`src/rtl/sram_port_arbiter.sv`:
```
// sram_port_arbiter: shares one dual-port SRAM (port A write, port B read)
// between two requesters. At most one command is granted per cycle. Read
// data comes back one cycle after the grant in a shared registered bus,
// qualified by a per-requester valid.
//
// Build option: define SRAM_ARB_FIXED_PRIO_EN to make requester 0 always win
// ties (fixed priority). Without it, ties alternate round-robin.
module sram_port_arbiter #(
  parameter int WIDTH = 256,
  parameter int DEPTH = 64,
  localparam int AW = $clog2(DEPTH)
) (
  input  logic                  clk,
  input  logic                  rst_n,
  input  logic [1:0]            req_valid_i,
  output logic [1:0]            req_ready_o,
  input  logic [1:0]            req_write_i,
  input  logic [1:0][AW-1:0]    req_addr_i,
  input  logic [1:0][WIDTH-1:0] req_wdata_i,
  output logic [1:0]            rsp_valid_o,
  output logic [WIDTH-1:0]      rsp_rdata_o,
  output logic                  enable_a_n,
  output logic                  write_enable_a_n,
  output logic [AW-1:0]         address_a,
  output logic [WIDTH-1:0]      data_a,
  output logic                  enable_b_n,
  output logic                  write_enable_b_n,
  output logic [AW-1:0]         address_b,
  output logic [WIDTH-1:0]      data_b,
  input  logic [WIDTH-1:0]      q_b
);

  logic [1:0]       w_grant;
  logic             w_winner;
  logic             w_anyGrant;
  logic             w_wrGrant;
  logic             w_rdGrant;
  logic [1:0]       r_rspValid;
  logic [WIDTH-1:0] r_rspRdata;

`ifndef SRAM_ARB_FIXED_PRIO_EN
  // Index of the requester granted most recently; 1 after reset so that
  // requester 0 wins the first tie.
  logic r_lastGrant;
`endif

  // Pick the winner for this cycle; nothing is granted while in reset.
  always_comb begin
    w_grant = 2'b00;
    if (rst_n) begin
`ifdef SRAM_ARB_FIXED_PRIO_EN
      if (req_valid_i[0]) begin
        w_grant = 2'b01;
      end else if (req_valid_i[1]) begin
        w_grant = 2'b10;
      end
`else
      if (req_valid_i == 2'b11) begin
        w_grant = r_lastGrant ? 2'b01 : 2'b10;
      end else begin
        w_grant = req_valid_i;
      end
`endif
    end
  end

  assign w_winner   = w_grant[1];
  assign w_anyGrant = |w_grant;
  assign w_wrGrant  = w_anyGrant & req_write_i[w_winner];
  assign w_rdGrant  = w_anyGrant & ~req_write_i[w_winner];

  assign req_ready_o = w_grant;

  // Port A carries the winner's write; port B carries the winner's read.
  assign enable_a_n       = ~w_wrGrant;
  assign write_enable_a_n = ~w_wrGrant;
  assign address_a        = req_addr_i[w_winner];
  assign data_a           = req_wdata_i[w_winner];
  assign enable_b_n       = ~w_rdGrant;
  assign address_b        = req_addr_i[w_winner];

  // Port B is read-only.
  assign write_enable_b_n = 1'b1;
  assign data_b           = '0;

`ifndef SRAM_ARB_FIXED_PRIO_EN
  // Remember who won, so the other requester gets the next tie.
  always_ff @(posedge clk or negedge rst_n) begin
    if (!rst_n) begin
      r_lastGrant <= 1'b1;
    end else if (w_anyGrant) begin
      r_lastGrant <= w_winner;
    end
  end
`endif

  // Capture read data at the grant edge and flag it to the reader for one cycle.
  always_ff @(posedge clk or negedge rst_n) begin
    if (!rst_n) begin
      r_rspValid <= 2'b00;
      r_rspRdata <= '0;
    end else begin
      r_rspValid <= w_rdGrant ? w_grant : 2'b00;
      if (w_rdGrant) begin
        r_rspRdata <= q_b;
      end
    end
  end

  assign rsp_valid_o = r_rspValid;
  assign rsp_rdata_o = r_rspRdata;

endmodule

```
`config.mk`:
```
export PLATFORM = sky130hd
export DESIGN_NAME = sram_port_arbiter
export DESIGN_NICKNAME = d
export VERILOG_FILES = /design/src/rtl/sram_port_arbiter.sv
export SDC_FILE = /design/constraint.sdc
export NUM_CORES = 1
export LEC_CHECK = 0
export BUFFER_PORTS_ARGS = -buffer_cell sky130_fd_sc_hd__buf_2
export CORE_AREA = 8 8 610 612
export CTS_CLUSTER_DIAMETER = 120
export DETAILED_ROUTE_END_ITERATION = 8
export DIE_AREA = 0 0 618 620
export MAX_ROUTING_LAYER = met4
export PLACE_DENSITY_LB_ADDON = 0.25
export SYNTH_ARGS = -nofsm -noshare
export SYNTH_HDL_FRONTEND = slang
export SYNTH_SLANG_ARGS = --single-unit
```
`constraint.sdc`:
```
create_clock -name clk -period 4.4 [get_ports clk]
set_clock_uncertainty 0.2 [all_clocks]
set_input_delay 0.22 -clock clk [delete_from_list [all_inputs] [get_ports clk]]
set_output_delay 0.22 -clock clk [all_outputs]
set_load 0.02 [all_outputs]
```
==> metrics.txt, run 1 <==
most frequent cell after synthesis=nand2_1; number of detailed-route iterations in the first pass=5; Clk pin slew, worst setup/hold paths=0.05 ns; number of synthesized flops with an enable pin=0; Simple-Gate Fraction of Synth Area=20.0%; Achievable Freq=0.253 GHz; Post-synth top flop=dfrtp_1; Post-Synth XOR/XNOR Area=0%; Setup crit end kind=output pin; syn avg cell area=slightly below 9 um^2; Final setup viols=0; largest family of logic cells by synthesized area=simple AND/OR/NAND/NOR gates; CTS Hold Buffers Added=263; Placeable Area=around 360000 um^2; global-route wire length before repair=312000 um; max cap viols=0; Post-Place Setup Slack=slightly above 0.9 ns; Max stage delay on crit path=0.59 ns; Clock Sinks=259; post-route setup slack=0.441 ns; Worst EP arrival=about 3.5 ns; Clock Path Buffers=3; worst-skew pair later-pin latency=between 0.6 and 0.7 ns; post-synthesis cell type count=20; DRC violation count after routing=0; Total Power=12.7 mW; PD cells=414 nW/um^2; vias in the first global route=19900; VDD IR-drop max=0.299 mV; register area share after synthesis=43.6%; largest net degree at the start of global routing=85; CP max stage cell=dlygate4sd3_1; TNS Setup=0 ns; Root Driver=clkbuf_16; worst-margin pin slew=0.936 ns; dpl hpwl=roughly 250000 um; Num CTS Buffers=40; # resized after CTS=0; asr flop ratio synth=100%; crit-path cells=dlygate4sd3_1 > dlygate4sd3_1 > buf_8 > nand2_4 > buf_12 > buf_12 > nand2_1 > nand2_1 > buf_2; Routed WL=about 270000 um; chip width=618 um; All-Layer GR Usage=between 10 and 15%; Commonest cells post-synth=nand2_1, buf_4, dfrtp_1; Post-CTS Setup Inserts=0; Final Util=under 10%; GPL Wtd Cong=0.986; CTS tree=done; Starting Density=just over 4%; min Tclk post-route=3.96 ns; RSZ-0062 raised after global routing=no; Worst Path Max Fanout=84; Syn. warnings=0; layout net count=4011; Post-Syn Instances=1667; Synth Area in Compound Gates=0.278%; final worst-path cycle share=90.0%; FP Rows=approximately 220; area leader, netlist=dfrtp_1; top cells by area, synth=dfrtp_1, nand2_1, mux2_2; status=completed; CP required=3.98 ns; initial antenna violation count=229; IO Port Bufs=1316; drt first-iter violations=1412; vias per cell=2.35; DRT antenna net count=0; DR WL/cell=roughly 33 um; Pleak=about 14 nW; Synth Cell Area=between 10000 and 15000 um^2; kind of critical path=in2out; Hold Vio Cnt, Final=0; Vias=19200; Hold Path Class=in2reg; Area Growth Syn to Fin=106%; post-synthesis mux area share=19.4%; share of layout cells above drive strength 1=50.8%; Slew Limit Fails=0; die area=around 380000 um^2; H-tree Lvls=2; Synth Area in Adders=0%; CP Launch Type=input pin; slew margin rel.=37.6%; GRT overflow=0; FF+latch count, synth=259; DIE HEIGHT=a little over 600 um; I/O pin count=1574; Yosys top cell area share=~43%; hold slack=0.128 ns
worst max-delay path, delay by kind of cell:
family | cells | cell delay [ns]
buf+inv | 6 | 2.30
simple gates | 3 | 0.70
cell families after synthesis:
| family | after synthesis |
|---|---|
| flip-flops | 259 |
| multiplexers | 256 |
| other | 2 |
| AO/OA/AOI/OAI | 5 |
| AND/OR/NAND/NOR | 792 |
| buffers and inverters | 353 |
through the flow:
| stage | instance area (um^2) | std cells |
|---|---|---|
| 3_5_place_dp | 26400 | 7736 |
| 4_1_cts | 30400 | 8071 |
| 6_report | 30700 | 8159 |
| 3_3_place_gp | 26400 | 7736 |
| 5_1_grt | 30600 | 8131 |
| 2_1_floorplan | 15800 | 1922 |
sequential cells by signal, indices dropped and copies added (netlist names):
name / count
rsp_rdata_o: 256
rsp_valid_o: 2
r_lastGrant: 1
where the power goes:
part           switching, mW  internal (mW)  total [mW]
combinational           4.15           1.57        5.72
clock                   1.35           2.24        3.59
sequential             0.396           2.98        3.38
final timing paths:
kind / startpoint / cells past startpoint / slack, ns / endpoint
max in group asynchronous: rst_n / 5 / 2.07 / rsp_rdata_o[243]
min in group asynchronous: rst_n / 3 / 0.56 / r_lastGrant
worst max register to register: r_lastGrant / 5 / 1.33 / rsp_rdata_o[47]
worst max-delay path: rst_n / 9 / 0.44 / data_a[212]
worst min register to register: rsp_rdata_o[20] / 1 / 0.28 / rsp_rdata_o[20]
worst min-delay path: req_valid_i[1] / 4 / 0.13 / rsp_valid_o[0]
layer usage:
| layer | global-route usage [%] | wire length, um | up-vias |
|---|---|---|---|
| met5 | - | 0 | - |
| met4 | 1.83 | 5600 | 0 |
| met3 | 6.12 | 29800 | 346 |
| met2 | 26.4 | 147000 | 1330 |
| met1 | 12.7 | 86700 | 9483 |
| li1 | - | - | 7994 |
cell type report:
cell class	instances	area, um^2
Timing Repair Buffer	1611	9590
Clock inverter	23	339
Clock buffer	49	1100
Fill cell	42900	333000
Multi-Input combinational cell	1310	6880
Tap cell	4816	6030
Antenna cell	88	220
Sequential cell	259	6480
Inverter	3	18.8
placed cells by master (no fill, tap or decap), types with 2 or more instances in the layout:
cell              n
inv_6             5
bufinv_16         8
clkbuf_8          4
nand2_1         787
diode_2          88
clkinvlp_4        2
dlygate4sd3_1   262
buf_2          1312
inv_1             2
mux2_1           22
mux2_2          234
conb_1          257
clkbuf_16        41
buf_12            8
buf_4            27
clkinv_2          8
nor2_1            2
clkbuf_1          4
dfrtp_1         258
Power figures use the tool's default switching activity.
==> run 2: changes to the inputs <==
==> constraint.sdc (replaced) <==
create_clock -name clk -period 5.06 [get_ports clk]
set_clock_uncertainty 0.2 [all_clocks]
set_input_delay 0.253 -clock clk [delete_from_list [all_inputs] [get_ports clk]]
set_output_delay 0.253 -clock clk [all_outputs]
set_load 0.02 [all_outputs]
==> run 2 against run 1 <==
Core utilization down 0.056 points. Wire length is 6.1% lower. Via count is 3.0% lower. Register-to-register slack improved by 0.82 ns. Non-clock buffer count down 16. Die area stayed put. Final cell count about the same. Final area fell by 0.67%. Setup slack gained 0.70 ns. Sequential share of layout area grew 0.14 points. Total power down 15%. Critical path type is now reg2out. Largest cell class unchanged. Largest power group unchanged.
==> metrics.txt, run 2 (same netlist as run 1, synthesis figures left out) <==
dpl hpwl=235000 um (-6.8%); DP Area=26200 um^2 (-0.43%); Final setup viols=0 (unchanged); Root Driver=clkbuf_16; GRT overflow=0 (unchanged); Worst Path Max Fanout=125 (+49%); most frequent cells in the layout=buf_2, nand2_1, dlygate4sd3_1, dfrtp_1, conb_1; Num CTS Buffers=39 (-2.5%); I/O pin count=1574 (unchanged); Clock Path Buffers=3 (unchanged); min Tclk post-route=3.91 ns; Worst EP arrival=3.46 ns (-0.08 ns); Clock Sinks=259 (unchanged); Hold Path Class=in2async; initial antenna violation count=213 (-7.0%); global-route wire length before repair=295000 um (-5.3%); drt first-iter violations=1124 (-20%); GPL Wtd Cong=0.962 (-2.5%); number of detailed-route iterations in the first pass=5 (unchanged); Routed WL=253000 um (-6.1%); final instance area=30500 um^2 (-0.67%); Starting Density=4.09% (unchanged); status=completed; Area Growth Syn to Fin=105%; Placeable Area=363000 um^2 (unchanged); Setup crit end kind=output pin; worst reg-to-reg setup slack=2.15 ns (+0.82 ns); register area=6480 um^2 (unchanged); kind of critical path=reg2out; most common cell after layout, fill and taps aside=buf_2; Pleak=14.2 nW (-1.1%); Vias=18600 (-3.0%); RSZ-0062 raised after global routing=no; Slew Limit Fails=0 (unchanged); final worst-path cycle share=77.4%; # fillers=42900 (+0.0093%); die area=383000 um^2 (unchanged); DRT antenna net count=0 (unchanged); DRC violation count after routing=0 (unchanged); reg2reg start=r_lastGrant; multi-input logic area=6880 um^2 (unchanged); post-route setup slack=1.15 ns (+0.705 ns); Final Util=8.38% (-0.056 points); worst-margin pin slew=0.926 ns (-0.00956 ns); share of layout cells above drive strength 1=50.4% (-0.40 points); CP required=4.61 ns (+0.63 ns); vias in the first global route=19100 (-4.0%); Hold Vio Cnt, Final=0 (unchanged); vias per cell=2.27 (-3.1%); CTS tree=done; max reg flops=256 (unchanged); FP Rows=222 (unchanged); reg2reg path depth=5 (unchanged); CP Launch Type=flop; chip width=618 um (unchanged); TNS Setup=0 ns (unchanged); Achievable Freq=between 0.2 and 0.3 GHz; H-tree Lvls=2 (unchanged); layout net count=3994 (-0.42%); DR WL/cell=31.0 um (-6.2%); PD cells=355 nW/um^2 (-14%); DIE HEIGHT=620 um (unchanged); slew margin rel.=38.3% (+0.64 points); VDD IR-drop max=0.239 mV (-20%); Clk pin slew, worst setup/hold paths=0.06 ns (about the same); largest net degree at the start of global routing=126 (+48%); Post-Place Setup Slack=1.64 ns (+0.727 ns); All-Layer GR Usage=12.9% (-0.82 points); hold slack=0.0707 ns (-0.0571 ns); IO Port Bufs=1316 (unchanged); R2R Path End=rsp_rdata_o[43]; worst-skew pair later-pin latency=0.57 ns (-0.04 ns); max cap viols=0 (unchanged)
## run 2: worst max path at each step
stage	start	to	slack, ns	cells past startpoint
floorplan	r_lastGrant	address_b[0]	2.87	8
global placement	r_lastGrant	data_a[97]	1.56	7
detailed placement	r_lastGrant	data_a[5]	1.64	7
CTS	r_lastGrant	data_a[5]	0.99	7
global route	r_lastGrant	data_a[5]	0.98	7
finish	r_lastGrant	data_a[46]	1.15	7
## run 2: stage by stage
step	instances	total power, mW
after CTS	8055	11.3
after detailed placement	7722	8.08
after global placement	7722	8.14
after global routing	8154	11.5
final	8167	10.8
after floorplan	1922	4.93
## run 2: repair_timing
item	CTS	global route
resized for setup	0	0
endpoints found under the hold margin	413	0
setup buffers	0	0
hold buffers	261	0
## run 2: critical path: stages, from the launching register on
cell and delay (ns):
dfstp_2 0.56, a21boi_1 0.12, nand2_4 0.19, buf_12 0.29, buf_12 0.54, nand2_1 0.14, nand2_1 0.27, buf_2 0.24
## run 2: report_power, final
part	leakage [nW]	switching (mW)	internal (mW)	total, mW
Sequential	3.05	0.375	2.59	2.97
Clock	0.632	1.13	1.72	2.85
Combinational	10.5	3.63	1.35	4.97
Total	14.2	5.13	5.67	10.8
## run 2: cell type report
| cell class | instances | area share (%) |
|---|---|---|
| tap | 4816 | 19.8 |
| clock inverter | 16 | 0.666 |
| multi-input combinational | 1310 | 22.6 |
| inverter | 3 | 0.0616 |
| timing repair buffer | 1595 | 31.1 |
| sequential | 259 | 21.3 |
| antenna | 112 | 0.920 |
| clock buffer | 56 | 3.61 |
## run 2: routing by layer
| layer | global-route usage, % | routed length [um] | up-vias |
|---|---|---|---|
| li1 | - | - | 8015 |
| met5 | - | 0 | - |
| met4 | 1.24 | 3650 | 0 |
| met2 | 24.2 | 136000 | 1166 |
| met3 | 5.84 | 28400 | 253 |
| met1 | 12.5 | 85100 | 9136 |
